==> config.mk <==
export PLATFORM = sky130hd
export DESIGN_NAME = conv_out_writer_flat
export DESIGN_NICKNAME = d
export VERILOG_FILES = /design/src/rtl/conv_out_writer_pkg.sv /design/src/rtl/conv_out_writer_if.sv /design/src/rtl/conv_out_writer_sync_fifo_fwft.sv /design/src/rtl/conv_out_writer.sv /design/src/flat_wrapper.sv
export SDC_FILE = /design/constraint.sdc
export NUM_CORES = 1
export LEC_CHECK = 0
export ABC_AREA = 1
export ABC_CLOCK_PERIOD_IN_PS = 4400
export CORE_ASPECT_RATIO = 0.7
export CORE_UTILIZATION = 30
export DETAILED_ROUTE_END_ITERATION = 10
export DONT_BUFFER_PORTS = 1
export PLACE_DENSITY = 0.51
export SLEW_MARGIN = 5
export SYNTH_ARGS = -nofsm -noshare
export SYNTH_HDL_FRONTEND = slang
export SYNTH_SLANG_ARGS = --single-unit
export TNS_END_PERCENT = 10
==> constraint.sdc <==
create_clock -name clk -period 4.4 [get_ports clk]
set_input_delay 0.88 -clock clk [delete_from_list [all_inputs] [get_ports clk]]
set_output_delay 0.88 -clock clk [all_outputs]
set_load 0.02 [all_outputs]
==> src/rtl/conv_out_writer_pkg.sv <==
// Shared definitions for the convolution output writer: FSM encoding and
// elaboration-time sizing helpers.
package conv_out_writer_pkg;

   typedef enum logic [1:0] {
      IDLE  = 2'b00,
      RUN   = 2'b01,
      FLUSH = 2'b10,
      DONE  = 2'b11
   } state_t;

   // Width of a counter able to index n items; never less than one bit.
   function automatic int clog2_safe(input int n);
      return (n < 2) ? 1 : $clog2(n);
   endfunction

   function automatic int words_per_frame(input int out_size, input int ppw);
      return (out_size * out_size + ppw - 1) / ppw;
   endfunction

endpackage

==> src/rtl/conv_out_writer_if.sv <==
// Pixel input strobe and external-memory write port of the output writer.
// Write handshake: a word transfers on a rising edge where mem_we && mem_ready;
// while mem_we=1 and mem_ready=0, mem_addr/mem_wdata hold. pix_valid has no ready.
interface conv_out_writer_if #(
   parameter int EADDR = 32,
   parameter int PIXEL = 8,
   parameter int PPW   = 4
);
   logic                   pix_valid;
   logic [PIXEL-1:0]       pix_in;
   logic [EADDR-1:0]       mem_addr;
   logic [PPW*PIXEL-1:0]   mem_wdata;
   logic                   mem_we;
   logic                   mem_ready;

   modport master (
      input  pix_valid, pix_in, mem_ready,
      output mem_addr, mem_wdata, mem_we
   );

   modport slave (
      output pix_valid, pix_in, mem_ready,
      input  mem_addr, mem_wdata, mem_we
   );
endinterface

==> src/rtl/conv_out_writer_sync_fifo_fwft.sv <==
// Synchronous first-word-fall-through FIFO; dout is the head word, or 0 when empty.
module sync_fifo_fwft
   import conv_out_writer_pkg::*;
#(
   parameter int WIDTH = 32,
   parameter int DEPTH = 16
) (
   input  logic             clk,
   input  logic             rst,
   input  logic             push,
   input  logic [WIDTH-1:0] din,
   input  logic             pop,
   output logic [WIDTH-1:0] dout,
   output logic             empty,
   output logic             full
);
   localparam int AW = clog2_safe(DEPTH);
   localparam int CW = AW + 1;

   logic [WIDTH-1:0] mem [DEPTH];
   logic [AW-1:0]    wp, rp;
   logic [CW-1:0]    cnt;
   logic             wr_en, rd_en;

   assign empty = (cnt == '0);
   assign full  = (cnt == CW'(DEPTH));
   // A push into a full FIFO is accepted only when the head leaves on the same edge.
   assign wr_en = push & (~full | pop);
   assign rd_en = pop & ~empty;
   assign dout  = empty ? '0 : mem[rp];

   always_ff @(posedge clk) begin
      if (wr_en) mem[wp] <= din;
   end

   always_ff @(posedge clk or posedge rst) begin
      if (rst) begin
         wp  <= '0;
         rp  <= '0;
         cnt <= '0;
      end else begin
         if (wr_en) wp <= wp + 1'b1;
         if (rd_en) rp <= rp + 1'b1;
         case ({wr_en, rd_en})
            2'b10:   cnt <= cnt + 1'b1;
            2'b01:   cnt <= cnt - 1'b1;
            default: cnt <= cnt;
         endcase
      end
   end
endmodule

==> src/rtl/conv_out_writer.sv <==
// Output stage after the 5x5 convolution engine: captures pixels, tracks their
// position, packs them little-endian into words and writes them out via a FIFO.
module conv_out_writer
   import conv_out_writer_pkg::*;
#(
   parameter int          EADDR      = 32,
   parameter int          PIXEL      = 8,
   parameter int          PPW        = 4,
   parameter int          OUT_SIZE   = 508,
   parameter logic [63:0] BASE_ADDR  = 64'd0,
   parameter int          FIFO_DEPTH = 16
) (
   input  logic              clk,
   input  logic              rst,
   input  logic              start,
   conv_out_writer_if.master bus,
   output logic [8:0]        row_idx,
   output logic [8:0]        col_idx,
   output logic              overflow,
   output logic              done,
   output state_t            fsm_state
);
   localparam int              W         = PPW * PIXEL;
   localparam int              LANEW     = clog2_safe(PPW);
   localparam logic [8:0]      LAST_IDX  = 9'(OUT_SIZE - 1);
   localparam logic [EADDR-1:0] ADDR_STEP = EADDR'(W / 8);

   state_t           state, state_n;
   logic [LANEW-1:0] lane;
   logic [W-1:0]     pack, word_full, fifo_din, fifo_dout;
   logic [8:0]       next_row, next_col;
   logic [EADDR-1:0] mem_addr;
   logic             capture, lane_top, last_pix, flush_push, push, pop, clear;
   logic             fifo_full, fifo_empty;

   assign lane_top = (lane == LANEW'(PPW - 1));
   assign last_pix = (next_row == LAST_IDX) && (next_col == LAST_IDX);
   assign pop      = bus.mem_we & bus.mem_ready;
   assign push     = (capture & lane_top) | flush_push;
   assign fifo_din = flush_push ? pack : word_full;

   // Word as it would look with the incoming pixel dropped into the current lane.
   always_comb begin
      word_full = pack;
      word_full[lane*PIXEL +: PIXEL] = bus.pix_in;
   end

   always_comb begin
      state_n    = state;
      capture    = 1'b0;
      flush_push = 1'b0;
      clear      = 1'b0;
      case (state)
         IDLE, DONE: begin
            if (start) begin
               clear   = 1'b1;
               state_n = RUN;
            end
         end
         RUN: begin
            if (bus.pix_valid) begin
               capture = 1'b1;
               if (last_pix) state_n = FLUSH;
            end
         end
         FLUSH: begin
            if (lane != '0) flush_push = 1'b1;
            else if (fifo_empty) state_n = DONE;
         end
         default: state_n = IDLE;
      endcase
   end

   always_ff @(posedge clk or posedge rst) begin
      if (rst) state <= IDLE;
      else     state <= state_n;
   end

   always_ff @(posedge clk or posedge rst) begin
      if (rst) begin
         lane     <= '0;
         pack     <= '0;
         next_row <= '0;
         next_col <= '0;
         row_idx  <= '0;
         col_idx  <= '0;
         overflow <= 1'b0;
         mem_addr <= '0;
      end else if (clear) begin
         lane     <= '0;
         pack     <= '0;
         next_row <= '0;
         next_col <= '0;
         row_idx  <= '0;
         col_idx  <= '0;
         overflow <= 1'b0;
         mem_addr <= EADDR'(BASE_ADDR);
      end else begin
         if (capture) begin
            row_idx <= next_row;
            col_idx <= next_col;
            if (next_col == LAST_IDX) begin
               next_col <= '0;
               next_row <= next_row + 9'd1;
            end else begin
               next_col <= next_col + 9'd1;
            end
            // Pack is zeroed after each push so a partial word is already zero-padded.
            if (lane_top) begin
               lane <= '0;
               pack <= '0;
            end else begin
               lane <= lane + 1'b1;
               pack <= word_full;
            end
         end
         if (flush_push) begin
            lane <= '0;
            pack <= '0;
         end
         if (push && fifo_full && !pop) overflow <= 1'b1;
         if (pop) mem_addr <= mem_addr + ADDR_STEP;
      end
   end

   sync_fifo_fwft #(.WIDTH(W), .DEPTH(FIFO_DEPTH)) u_fifo (
      .clk   (clk),
      .rst   (rst),
      .push  (push),
      .din   (fifo_din),
      .pop   (pop),
      .dout  (fifo_dout),
      .empty (fifo_empty),
      .full  (fifo_full)
   );

   assign bus.mem_we    = ~fifo_empty;
   assign bus.mem_wdata = fifo_dout;
   assign bus.mem_addr  = mem_addr;
   assign done          = (state == DONE);
   assign fsm_state     = state;
endmodule

==> src/flat_wrapper.sv <==
// flat-port wrapper written by rule: the top's interface ports become plain ports
module conv_out_writer_flat import conv_out_writer_pkg::*;
#(
   parameter int          EADDR      = 32,
   parameter int          PIXEL      = 8,
   parameter int          PPW        = 4,
   parameter int          OUT_SIZE   = 508,
   parameter logic [63:0] BASE_ADDR  = 64'd0,
   parameter int          FIFO_DEPTH = 16
)
  (clk, rst, start, row_idx, col_idx, overflow, done, fsm_state, bus_pix_valid, bus_pix_in, bus_mem_ready, bus_mem_addr, bus_mem_wdata, bus_mem_we);
  conv_out_writer_if #(.EADDR(EADDR), .PIXEL(PIXEL), .PPW(PPW)) bus_i ();
  input  logic clk;
  input  logic rst;
  input  logic start;
  output logic [8:0] row_idx;
  output logic [8:0] col_idx;
  output logic overflow;
  output logic done;
  output state_t fsm_state;
  input wire logic [$bits(bus_i.pix_valid)-1:0] bus_pix_valid;
  input wire logic [$bits(bus_i.pix_in)-1:0] bus_pix_in;
  input wire logic [$bits(bus_i.mem_ready)-1:0] bus_mem_ready;
  output wire logic [$bits(bus_i.mem_addr)-1:0] bus_mem_addr;
  output wire logic [$bits(bus_i.mem_wdata)-1:0] bus_mem_wdata;
  output wire logic [$bits(bus_i.mem_we)-1:0] bus_mem_we;
  assign bus_i.pix_valid = bus_pix_valid;
  assign bus_i.pix_in = bus_pix_in;
  assign bus_i.mem_ready = bus_mem_ready;
  assign bus_mem_addr = bus_i.mem_addr;
  assign bus_mem_wdata = bus_i.mem_wdata;
  assign bus_mem_we = bus_i.mem_we;
  conv_out_writer #(.EADDR(EADDR), .PIXEL(PIXEL), .PPW(PPW), .OUT_SIZE(OUT_SIZE), .BASE_ADDR(BASE_ADDR), .FIFO_DEPTH(FIFO_DEPTH)) u_core (.clk(clk), .rst(rst), .start(start), .bus(bus_i), .row_idx(row_idx), .col_idx(col_idx), .overflow(overflow), .done(done), .fsm_state(fsm_state));
endmodule
==> summary.txt <==
Run status
  – Status: finished clean

Flow run
  – Max cap viols: 0

Pwr
  – Internal Power: 12290 µW
  – Clock power share: 26.0%
  – Cell area power density: 659.0 nW/µm²
  – Seq pwr share: 36.2%
  – P_leak: 0.01161 µW
  – Gate power share: 37.9%
  – Max VDD drop: 566.4 µV
  – Sw Pwr: 8112 µW
  – Switching share of power: 39.76%

STA
  – Fmax: 0.2564 GHz
  – Hold_ws: 0.2034 ns
  – Max Slew Vio Count: 0
  – Fin. Hold Viols: 0
  – Minimum clock period: 3.900 ns
  – # setup viols final: 0
  – Final Cycle Share: 88.64%
  – Slew HR: 12.87%
  – Worst slew pin tran: 1.298 ns
  – Unrepaired setup endpoints after global routing: false
  – Clock skew: 0.03509 ns
  – Setup_tns: 0 ns

Clock network
  – CTS H-tree depth: 2
  – CTS Buffer Depth: 3
  – CTS root buf: clkbuf_16
  – Post-CTS Setup Bufs: 0
  – Worst skew pair latency: 0.65 ns
  – Worst-path clk slew: 0.06 ns
  – CTS tree: built
  – Hold_buf cts: 0
  – Cts bufs inserted: 61
  – Clock sink total: 628
  – Post_cts resized: 0

Placed design
  – IO buf count: 0
  – Placed insts: 3755
  – Placed cell area: 28940 µm²
  – GPL Wtd Cong: 0.8605
  – Post-DP HPWL: 43.74 mm

Routing
  – Post-route DRC violation count: 0
  – Drt initial violations: 1743
  – Vias post-DR: 18890
  – WL/cell: 19.87 µm
  – Final WL: 76.89 mm
  – First-pass iteration count of the detailed router: 5
  – ANT nets after route: 0
  – Routed vias/inst: 4.882

Global route
  – Antenna violations before repair: 1
  – Pin count of the biggest net entering global routing: 200
  – Vias in the first global route: 17920
  – Global route hottest layer: met1
  – Grt met1 use: 24.62%
  – Grt ovf: 0
  – Met3 Track Usage GR: 2.747%
  – Overall Global Routing Usage: 16.38%
  – First-pass GRT wire length: 114.3 mm
  – Met2 GRT Util: 24.43%

Yosys
  – Synth warn: 0
  – FF+latch count, synth: 628
  – Cell area after synthesis: 27270 µm²
  – Synth Area per Inst: 10.62 µm²
  – Synth Instances: 2568
  – Synth cell types: 42
  – Sequential area share after synthesis: 67.03%

Die
  – Starting Density: 30.29%
  – Top Ports: 100
  – Row cnt: 92
  – DIE HEIGHT: 254.2 µm
  – Full die area: 92120 µm²
  – Die X: 362.3 µm
  – Core Area: 90020 µm²

Finish
  – Design area: 30960 µm²
  – Net count, final: 2629
  – Multi-input gate area: 7844 µm²
  – FF/Latch Area: 18290 µm²
  – Area growth syn-to-layout: 13.53%
  – Fillers: 9030
  – Layout cells sized above 1: 9.743%
  – Finished Layout Cells: 3870
  – Antenna Cells: 0

Setup path
  – CP endpoint kind: primary output
  – WP data required: 3.52 ns
  – CP max FO: 199
  – Crit path DAT: 3.02 ns
  – Startpoint types: flop
  – WS Path Type: flop to primary output

Min path
  – Hold Path Class: input port to asynchronous set/reset pin
[power groups by stage]
stage	Combinational, µW	Clock, µW	Sequential, µW
2_1_floorplan	5260	0	7440
3_3_place_gp	7690	0	7490
3_5_place_dp	7790	0	7510
4_1_cts	7820	5390	7380
5_1_grt	8510	5620	7410
6_report	7720	5300	7380
[per-stage QoR]
stage,total power (µW),utilization (%),worst slack [ns]
finish,20400,34.39,0.4998
global route,21540,34.39,0.3391
CTS,20600,34.38,0.4877
detailed placement,15290,32.15,0.9973
global placement,15180,32.15,1.140
floorplan,12690,-,0.4476
[worst paths after layout]
kind,startpoint,to,slack (ns),cells past startpoint
setup / recovery,u_core.u_fifo.rp[0]$_DFFE_PP0P_,bus_mem_wdata[18],0.50,8
hold reg to reg,u_core.pack[24]$_DFFE_PP0P_,u_core.pack[24]$_DFFE_PP0P_,0.49,2
setup reg to reg,u_core.lane[0]$_DFFE_PP0P_,u_core.u_fifo.mem[2][25]$_DFFE_PP_,0.95,10
min in group clk,bus_mem_ready,u_core.overflow$_DFFE_PP0P_,0.47,3
hold / removal,rst,u_core.next_row[7]$_DFFE_PP0P_,0.20,1
max in group asynchronous,rst,u_core.u_fifo.rp[3]$_DFFE_PP0P_,3.16,2
[worst max-delay path, stage by stage (launching register included)]
cell	delay, ns
dfrtp_4	0.46
buf_12	0.62
nand2_1	0.10
nand3_1	0.12
nand3_1	0.10
nand2_1	0.13
nand2_1	0.06
a21oi_1	0.43
buf_4	0.24
[synth_stat cells (all sizes together)]
cell type	count	share of area, %
buf	116	2.8
a21oi	39	0.72
xor2	21	0.67
o31ai	1	0.028
ha	20	0.92
inv	114	1.6
conb	1	0.014
nor3	14	0.33
nor2	131	2.0
nand4	17	0.39
o21ai	70	1.3
nand3b	1	0.028
o22ai	51	1.2
a21boi	1	0.028
a22o	2	0.064
o21bai	2	0.055
edfxtp	512	56
nand3	430	8.0
nand2	883	12
o211ai	1	0.028
clkbuf	20	0.28
xnor2	4	0.13
and3	1	0.023
dfrtp	116	11
[registers in the layout (all words and copies together), names as in the netlist]
signal               flops
u_core.u_fifo.mem      512
u_core.pack             32
u_core.bus.mem_addr     30
u_core.col_idx           9
u_core.next_col          9
u_core.next_row          9
u_core.row_idx           9
u_core.u_fifo.cnt        5
u_core.u_fifo.rp         4
u_core.u_fifo.wp         4
u_core.fsm_state         2
u_core.lane              2
u_core.overflow          1
[layer usage]
metal / vias up / part of all wire, % / routed length (µm)
li1: 8855 / - / -
met1: 9342 / 47 / 36140
met2: 602 / 43 / 33270
met3: 95 / 7.7 / 5947
met4: 0 / 2.0 / 1543
met5: - / 0 / 0
[final cells by class]
class                      instances  area share [%]
sequential                       628           59.08
clock inverter                    37           1.091
clock buffer                      78           5.384
timing repair buffer             100           2.748
multi-input combinational       1691           25.34
tap                             1222           4.939
inverter                         114           1.423
[cells in the final DEF, fill, tap and decap left out, types with 51 or more instances in the layout]
master / Yosys / routed
nand3_1: 428 / 428
o21ai_0: 64 / 54
edfxtp_1: 512 / 512
nand2_1: 870 / 870
nor2_1: 124 / 108
clkbuf_16: 0 / 63
o22ai_1: 51 / 51
dfrtp_1: 116 / 112
buf_4: 19 / 92
inv_1: 102 / 98
[cell families after synthesis]
group	count (synthesis)	share of synthesized area (%)
compound gates	167	3.428
xor+xnor	25	0.8030
fa+ha+maj	20	0.9178
buf+inv	250	4.681
flops	628	67.03
other cells	1	0.01375
simple gates	1477	23.12
Power figures use the tool's default switching activity.
==> variant, RTL diff (same settings) <==
Reset style: synchronous (`rst`), changed in 3 clocked blocks.
--- a/src/rtl/conv_out_writer_sync_fifo_fwft.sv
+++ b/src/rtl/conv_out_writer_sync_fifo_fwft.sv
@@ -35,3 +35,3 @@
 
-   always_ff @(posedge clk or posedge rst) begin
+   always_ff @(posedge clk) begin
       if (rst) begin
--- a/src/rtl/conv_out_writer.sv
+++ b/src/rtl/conv_out_writer.sv
@@ -73,3 +73,3 @@
 
-   always_ff @(posedge clk or posedge rst) begin
+   always_ff @(posedge clk) begin
       if (rst) state <= IDLE;
@@ -78,3 +78,3 @@
 
-   always_ff @(posedge clk or posedge rst) begin
+   always_ff @(posedge clk) begin
       if (rst) begin
Behaviour: differs if rst is asserted again (counterexample within 4 cycles, from zero or initial values and one cycle with rst high); with rst held inactive, the same outputs for 4 cycles.
==> variant against the original RTL <==
Routed wire length down 3.3%. Critical endpoint is now bus_mem_wdata[2]. Area after synthesis down 2.3%. Power fell by 17%. Via count is 0.51% lower. Global-route usage about the same. Critical path type unchanged. Final cell count shrank 0.62%. Cell area is 1.5% lower. Sequential cell count grew 4. Synthesized cell count up 0.97%. Worst setup slack worse by 0.11 ns.
==> variant: results (changes against the original RTL) <==
Via density 4.887 (was 4.882); met3 WL 5.122 mm (was 5.947 mm); IO Port Bufs 0 (unchanged); max layer used met5 (was met4); Post-Route M1 WL 34.57 mm (was 36.14 mm); crit path max-delay cell type buf_4 (was buf_12); DR iter-0 viols 1821 (was 1743); layout cells sized above 1 0.08952 (was 0.09743); Tot GR Track Use 0.1633 (was 0.1638); VDD IR max 0.0002986 V (was 0.0005664 V); Yosys top cell area share 0.5772 (was 0.5639); crit-path max cell delay 0.76 ns (was 0.62 ns); Area contributors post-synth edfxtp_1, nand2_1, dfxtp_1, nand3_1, a21oi_1 (was edfxtp_1, nand2_1, dfrtp_1, nand3_1, nor2_1); largest net degree at the start of global routing 88 (was 200); FF-to-FF path depth 10 (unchanged); DP HPWL 43.91 mm (was 43.74 mm); Commonest cells post-synth nand2_1, edfxtp_1, nand3_1 (unchanged); initial antenna violation count 5 (was 1); WHS 0.3452 ns (was 0.2034 ns); P_leak 0.01098 uW (was 0.01161 uW); type of the most critical hold path in -> reg (was in -> async); Worst R2R End u_core.u_fifo.mem[11][7] (was u_core.u_fifo.mem[2][25]); Distinct cells, synth 40 (was 42); ys async rst share 0 (was 0.1847); DP Worst Slack 0.8662 ns (was 0.9973 ns); nets@finish 2663 (was 2629); Fill cells 8718 (was 9030); Reg-to-Reg Start u_core.lane[0] (unchanged); clock latency on the worst-skew pair 0.61 ns (was 0.65 ns); placer congestion estimate 0.8789 (was 0.8605); status completed (unchanged); WL met2 33.06 mm (was 33.27 mm); WL/cell 19.34 um (was 19.87 um); global-route wire length before repair 111.5 mm (was 114.3 mm); Final Skew 0.01825 ns (was 0.03509 ns); sequential fraction of the synthesis area 0.6674 (was 0.6703); register-to-register setup slack 1.00 ns (was 0.95 ns); H-tree levels 3 (was 2); worst-path fanout max 69 (was 199); slew margin rel. 0.09849 (was 0.1287); vias in the first global route 18000 (was 17920); Synth Warn # 0 (unchanged); CTS Buf Count 68 (was 61)
variant: kinds of logic after synthesis:
family                     Yosys count  synth area share
and+or+nand+nor                   1311            0.2037
DFF                                632            0.6674
AOI/OAI and AO/OA                  346           0.07050
buffers and inverters              273           0.04580
adders and majority gates           19          0.008924
xor gates and xnor gates            11          0.003617
other                                1         0.0001408
variant: cell type report:
class | count | area share
Clock buffer | 86 | 0.05943
Tap cell | 1162 | 0.04770
Timing Repair Buffer | 109 | 0.03095
Clock inverter | 34 | 0.006937
Sequential cell | 632 | 0.5835
Multi-Input combinational cell | 1689 | 0.2549
Inverter | 131 | 0.01642
Antenna cell | 3 | 0.0002463
variant: how the worst max path moves through the flow:
| stage | endpoint | slack (ns) | cells after the start |
|---|---|---|---|
| floorplan | u_core.u_fifo.mem[11][0] | 0.97 | 8 |
| global route | bus_mem_wdata[2] | 0.17 | 6 |
| finish | bus_mem_wdata[2] | 0.39 | 6 |
| CTS | bus_mem_wdata[2] | 0.21 | 6 |
| detailed placement | bus_mem_wdata[2] | 0.87 | 6 |
| global placement | bus_mem_wdata[2] | 0.78 | 6 |
variant: report_power, final:
part | internal, uW | total, uW | leakage, uW | switching (uW)
Sequential | 6610 | 6850 | 0.00592 | 243
Combinational | 1410 | 4730 | 0.00408 | 3320
Clock | 2980 | 5310 | 0.000986 | 2340
Total | 11000 | 16900 | 0.0110 | 5900
variant: stage by stage:
stage | util | instance area, um2 | instances | power (uW)
finish | 0.3463 | 30480 | 3846 | 16890
detailed placement | 0.3233 | 28450 | 3723 | 11780
global placement | 0.3232 | 28450 | 3723 | 11720
global route | 0.3463 | 30480 | 3844 | 17800
floorplan | - | 26640 | 2594 | 10060
CTS | 0.3463 | 30480 | 3843 | 17120
variant: per-layer routing:
| layer | track usage | up-vias |
|---|---|---|
| met5 | 0 | - |
| met4 | 0.04717 | 2 |
| met3 | 0.03180 | 101 |
| met2 | 0.2496 | 596 |
| met1 | 0.2337 | 9112 |
| li1 | - | 8986 |
